### src/rtl/bp_pkg.sv
// Shared types and helpers for the branch history table controllers.
package bp_pkg;

  typedef logic [1:0] bht_ctr_t;

  localparam bht_ctr_t CTR_SNT = 2'b00;
  localparam bht_ctr_t CTR_WNT = 2'b01;
  localparam bht_ctr_t CTR_WT  = 2'b10;
  localparam bht_ctr_t CTR_ST  = 2'b11;

  typedef enum logic {
    BP_INIT = 1'b0,
    BP_RUN  = 1'b1
  } bp_state_e;

  // 2-bit saturating counter step toward the resolved outcome.
  function automatic bht_ctr_t sat2_next(input bht_ctr_t ctr, input logic taken);
    bht_ctr_t nxt;
    if (taken) begin
      nxt = (ctr == CTR_ST) ? CTR_ST : bht_ctr_t'(ctr + 2'd1);
    end else begin
      nxt = (ctr == CTR_SNT) ? CTR_SNT : bht_ctr_t'(ctr - 2'd1);
    end
    return nxt;
  endfunction

endpackage

### src/rtl/branch_predict_ctrl.sv
// Bimodal branch history table with self-initialisation, mispredict redirect
// and branch/mispredict statistics.
module branch_predict_ctrl
  import bp_pkg::*;
#(
  parameter int ENTRIES = 64,
  parameter int INDEX_W = $clog2(ENTRIES)
) (
  input  logic        clk,
  input  logic        rst_n,
  input  logic [31:0] fetch_pc_i,
  output logic        predict_taken_o,
  output logic        ready_o,
  input  logic        update_valid_i,
  input  logic [31:0] update_pc_i,
  input  logic        update_taken_i,
  input  logic        mispredict_i,
  input  logic [31:0] mispredict_target_i,
  output logic        redirect_valid_o,
  output logic [31:0] redirect_pc_o,
  output logic        flush_o,
  output logic [31:0] branch_count_o,
  output logic [31:0] mispredict_count_o
);

  localparam logic [INDEX_W-1:0] LAST_IDX = INDEX_W'(ENTRIES - 1);
  localparam logic [31:0]        CNT_MAX  = 32'hFFFF_FFFF;

  bp_state_e          state_r;
  logic [INDEX_W-1:0] init_ptr_r;
  bht_ctr_t           table_r [ENTRIES];
  logic [31:0]        branch_count_r;
  logic [31:0]        mispredict_count_r;

  logic               run_s;
  logic [INDEX_W-1:0] fetch_idx_s;
  logic [INDEX_W-1:0] upd_idx_s;
  bht_ctr_t           upd_next_s;
  logic               unused_s;

  assign run_s       = (state_r == BP_RUN);
  assign fetch_idx_s = fetch_pc_i[INDEX_W+1:2];
  assign upd_idx_s   = update_pc_i[INDEX_W+1:2];
  assign upd_next_s  = sat2_next(table_r[upd_idx_s], update_taken_i);
  assign unused_s    = ^{fetch_pc_i[31:INDEX_W+2], fetch_pc_i[1:0],
                         update_pc_i[31:INDEX_W+2], update_pc_i[1:0]};

  assign ready_o            = run_s;
  assign branch_count_o     = branch_count_r;
  assign mispredict_count_o = mispredict_count_r;

  // Init sweep and RUN-phase statistics.
  always_ff @(posedge clk or negedge rst_n) begin
    if (!rst_n) begin
      state_r            <= BP_INIT;
      init_ptr_r         <= '0;
      branch_count_r     <= 32'd0;
      mispredict_count_r <= 32'd0;
    end else begin
      case (state_r)
        BP_INIT: begin
          init_ptr_r <= init_ptr_r + INDEX_W'(1);
          if (init_ptr_r == LAST_IDX) begin
            state_r <= BP_RUN;
          end
        end
        BP_RUN: begin
          if (update_valid_i && (branch_count_r != CNT_MAX)) begin
            branch_count_r <= branch_count_r + 32'd1;
          end
          if (mispredict_i && (mispredict_count_r != CNT_MAX)) begin
            mispredict_count_r <= mispredict_count_r + 32'd1;
          end
        end
        default: begin
          state_r <= BP_INIT;
        end
      endcase
    end
  end

  // Single table write port, shared by the init sweep and resolved updates;
  // contents are deliberately left unreset since INIT overwrites every entry.
  always_ff @(posedge clk) begin
    if (!run_s) begin
      table_r[init_ptr_r] <= CTR_WNT;
    end else if (update_valid_i) begin
      table_r[upd_idx_s] <= upd_next_s;
    end
  end

  // Same-cycle lookup with bypass of a colliding update.
  always_comb begin
    predict_taken_o = 1'b0;
    if (!run_s) begin
      predict_taken_o = 1'b0;
    end else if (update_valid_i && (upd_idx_s == fetch_idx_s)) begin
      predict_taken_o = upd_next_s[1];
    end else begin
      predict_taken_o = table_r[fetch_idx_s][1];
    end
  end

  // Mispredict turns directly into a fetch redirect and pipeline flush.
  always_comb begin
    redirect_valid_o = 1'b0;
    redirect_pc_o    = 32'd0;
    flush_o          = 1'b0;
    if (run_s && mispredict_i) begin
      redirect_valid_o = 1'b1;
      redirect_pc_o    = mispredict_target_i;
      flush_o          = 1'b1;
    end else begin
      redirect_valid_o = 1'b0;
      redirect_pc_o    = 32'd0;
      flush_o          = 1'b0;
    end
  end

endmodule

### config.mk
export PLATFORM = sky130hd
export DESIGN_NAME = branch_predict_ctrl
export DESIGN_NICKNAME = d
export VERILOG_FILES = /design/src/rtl/bp_pkg.sv /design/src/rtl/branch_predict_ctrl.sv
export SDC_FILE = /design/constraint.sdc
export NUM_CORES = 1
export LEC_CHECK = 0
export ABC_AREA = 1
export ABC_CLOCK_PERIOD_IN_PS = 4059
export BUFFER_PORTS_ARGS = -buffer_cell sky130_fd_sc_hd__buf_4
export CAP_MARGIN = 20
export CORE_MARGIN = 2
export CORE_UTILIZATION = 40
export CTS_BUF_LIST = sky130_fd_sc_hd__clkbuf_16
export DETAILED_ROUTE_END_ITERATION = 6
export SETUP_SLACK_MARGIN = 0.15
export SLEW_MARGIN = 20
export SYNTH_ARGS = -nofsm -noshare
export SYNTH_HDL_FRONTEND = slang
export SYNTH_SLANG_ARGS = --single-unit
export TNS_END_PERCENT = 50
### constraint.sdc
create_clock -name clk -period 4.06 [get_ports clk]
set_clock_uncertainty 0.15 [all_clocks]
set_input_delay 0.203 -clock clk [delete_from_list [all_inputs] [get_ports clk]]
set_output_delay 0.203 -clock clk [all_outputs]
set_load 0.05 [all_outputs]
==> results.cfg <==
[grt]
antenna_found_initial = 0
met3_usage_pct = 4.33
use_met1_pct = 29.0
met2_usage_pct = 33.5
grt_pass1_wl_microns = 45800
grt-busiest-layer = met2
grt_pass1_vias = 8593
overflow = 0
grt_use_total_pct = 20.9
grt_max_degree = 72

[clock_network]
htree_levels = 4
cts_tree = built
clock_path_buffers = 2
cts_root_buf = clkbuf_16
cts_resized = 0
clk_pin_slew_ns = 0.07
insertion_delay_ns = 0.44
cts_buffers = 17
cts.sinks = 199

[yosys]
synth_top_cell_by_area = edfxtp_1
async_reset_ff_share_pct = 35.7
synth_warnings = 0
post_synth_num_cell_types = 41
ys_top_cells_by_area = edfxtp_1 (36%), dfrtp_1 (17%), nand2_1 (11%)
synth_ff_type = edfxtp_1
synth_edf_count = 128
synth.top_cell.area_share_pct = 36.3
syn_area_sq_um = 10600
ys_seq_area_share_pct = 53.1
yosys-top-cells-count = nand2_1 (322), nand3_1 (171), nor2_1 (153), edfxtp_1 (128), inv_1 (102)
synthCells = 1218
synth_nets = 1322
yosysMostFrequentCell = nand2_1
syn_avg_cell_area_sq_um = 8.68
synth-seq-cells = 199

[pwr]
clkPwrFrac_pct = 42.1
irDropWorstVdd_v = 0.000223
pwr-share-comb_pct = 6.1
p_total_w = 0.00412
power.leakage_nw = 5.48
p_int_w = 0.00318
switching_share_pct = 22.7
switchingPower_w = 0.000937
power_density_nw_per_um2 = 329
p_seq_share_pct = 51.9

[sta]
timing.final.ws_setup_ns = 1.19
max_slew.worst_pin.slew_ns = 0.907
setup_viol = 0
fin_crit_sh_pct = 70.6
slew_viol_final = 0
finalHoldViolCount = 0
setup_tns_ns = 0
fmax_ghz = 0.349
slew_headroom_pct = 39.5
rsz0062_at_grt = false
fin_crit_ns = 2.87

[critical_path]
cp_common_cell = nand2_1
critPathMaxStageDelay_ns = 0.35
critPathBufInv = 4
timing.critical_path.cells = buf_4 -> inv_2 -> buf_4 -> nand2_1 -> nand3_1 -> nand3_1 -> nand2_1 -> nand2_1 -> nand3_1 -> nand3_1 -> nand2_1 -> nand2_1 -> nand2_1 -> nand2_1 -> a21oi_2 -> buf_4
crit_type = input pin to primary output
crit_path_end_kind = primary output
critPathMaxFanout = 67
cp_slowest_cell = buf_4
cp_data_arrival_time_ns = 2.51
cp-start-kind = input pin
cpLargestDelayFamily = buffers and inverters
critPathRequiredTime_ns = 3.71

[route]
wl_per_cell_microns = 16.9
drt-vias-per-instance = 5.17
antenna_left = 0
dr.pass1.iters = 5
drc = 0
totalWireLength_microns = 28800
drt_iter0_markers = 660
via_count = 8781

[placed_design]
dp_cells = 1665
hpwlAfterDp_microns = 18800
place.gp.congestion = 0.914
dpl_worst_slack_ns = 1.01
portBuffers = 148

[die]
die-height_microns = 167
fp-row-count = 59
start_util_pct = 40.7
die-area_sq_um = 27800
core_region_area_sq_um = 26000
die_x_microns = 167
num_io_pins = 201

[cells_and_area]
drive_gt1_share_pct = 17.8
nets = 1454
stdcell_count = 1699
utilization_pct = 48.2
syn_to_final_growth_pct = 18.5

[job]
maxCapViolations = 0

[min_path]
min_path_type = input pin to flip-flop

[status]
status = completed
## routing by layer
layer | wire (microns) | part of all wire (%) | vias to the layer above
li1 | - | - | 4290
met1 | 13100 | 46 | 4180
met2 | 13300 | 46 | 279
met3 | 1870 | 6.5 | 32
met4 | 439 | 1.5 | 0
met5 | 0 | 0 | -
## metrics by stage
stage	instance area, sq um	hold slack [ns]
6_report	12500	0.184
5_1_grt	12500	0.207
4_1_cts	12500	0.181
3_5_place_dp	11900	0.246
3_3_place_gp	11900	0.254
2_1_floorplan	10600	-0.243
## cell usage in the layout (no fill, tap or decap), types with 6 or more instances in the layout
master,count
nand2_1,321
nand3_1,170
buf_4,156
nor2_1,152
edfxtp_1,128
inv_1,106
dfrtp_1,71
xor2_1,45
o21ai_0,24
nand4_1,24
xnor2_1,22
nor3_1,21
clkbuf_16,17
inv_2,13
nor4_1,11
nand3_2,10
nor2_2,7
nand2_2,6
## worst register-to-register path: stages, from the launching register on
cell	delay (ns)
dfrtp_1	0.40
nand2_4	0.13
inv_2	0.17
or2_1	0.14
o21ai_2	0.09
inv_2	0.18
nand4_1	0.64
nor2_1	0.45
## power groups by stage
| stage | registers, W | logic, W | clock network [W] |
|---|---|---|---|
| floorplan | 0.00218 | 0.000148 | 0 |
| global placement | 0.00218 | 0.000247 | 0 |
| detailed placement | 0.00218 | 0.000248 | 0 |
| CTS | 0.00214 | 0.000250 | 0.00176 |
| global route | 0.00214 | 0.000280 | 0.00184 |
| finish | 0.00214 | 0.000250 | 0.00173 |
## kinds of logic (layout without fill, tap and decap cells)
family / Yosys count / after routing / share of synthesized area, %
simple gates: 748 / 748 / 32.0
flops: 199 / 199 / 53.1
buf+inv: 160 / 305 / 6.64
xor+xnor: 67 / 67 / 5.55
compound gates: 41 / 41 / 2.29
fa+ha+maj: 3 / 3 / 0.355
other cells: 0 / 1 / 0
## flip-flops by register name, indices dropped and copies added (netlist names)
name	flops
table_r	128
mispredict_count_o	32
branch_count_o	32
init_ptr_r	6
ready_o	1
## area by class of cell
type	count	area (sq um)
antenna	1	2.50
clock buffer	17	425
clock inverter	15	164
fill	2522	13500
inverter	115	432
multi-input combinational	859	4270
sequential	199	5620
tap	335	419
timing repair buffer	158	1200
## worst paths after layout
| kind | cells past startpoint | slack, ns | start | to |
|---|---|---|---|---|
| max | 16 | 1.19 | update_pc_i[2] | predict_taken_o |
| min | 3 | 0.18 | mispredict_i | mispredict_count_o[0] |
| max reg2reg | 7 | 1.39 | ready_o | table_r[18][0] |
| min reg2reg | 1 | 0.34 | branch_count_o[27] | branch_count_o[27] |
| max in group asynchronous | 2 | 2.89 | rst_n | branch_count_o[0] |
| min in group asynchronous | 2 | 0.27 | rst_n | mispredict_count_o[27] |
## timing repair
item,4_1_cts,5_1_grt
hold buffers,1,0
endpoints found under the hold margin,71,0
setup buffers,0,0
(Power assumes the default switching activity.)
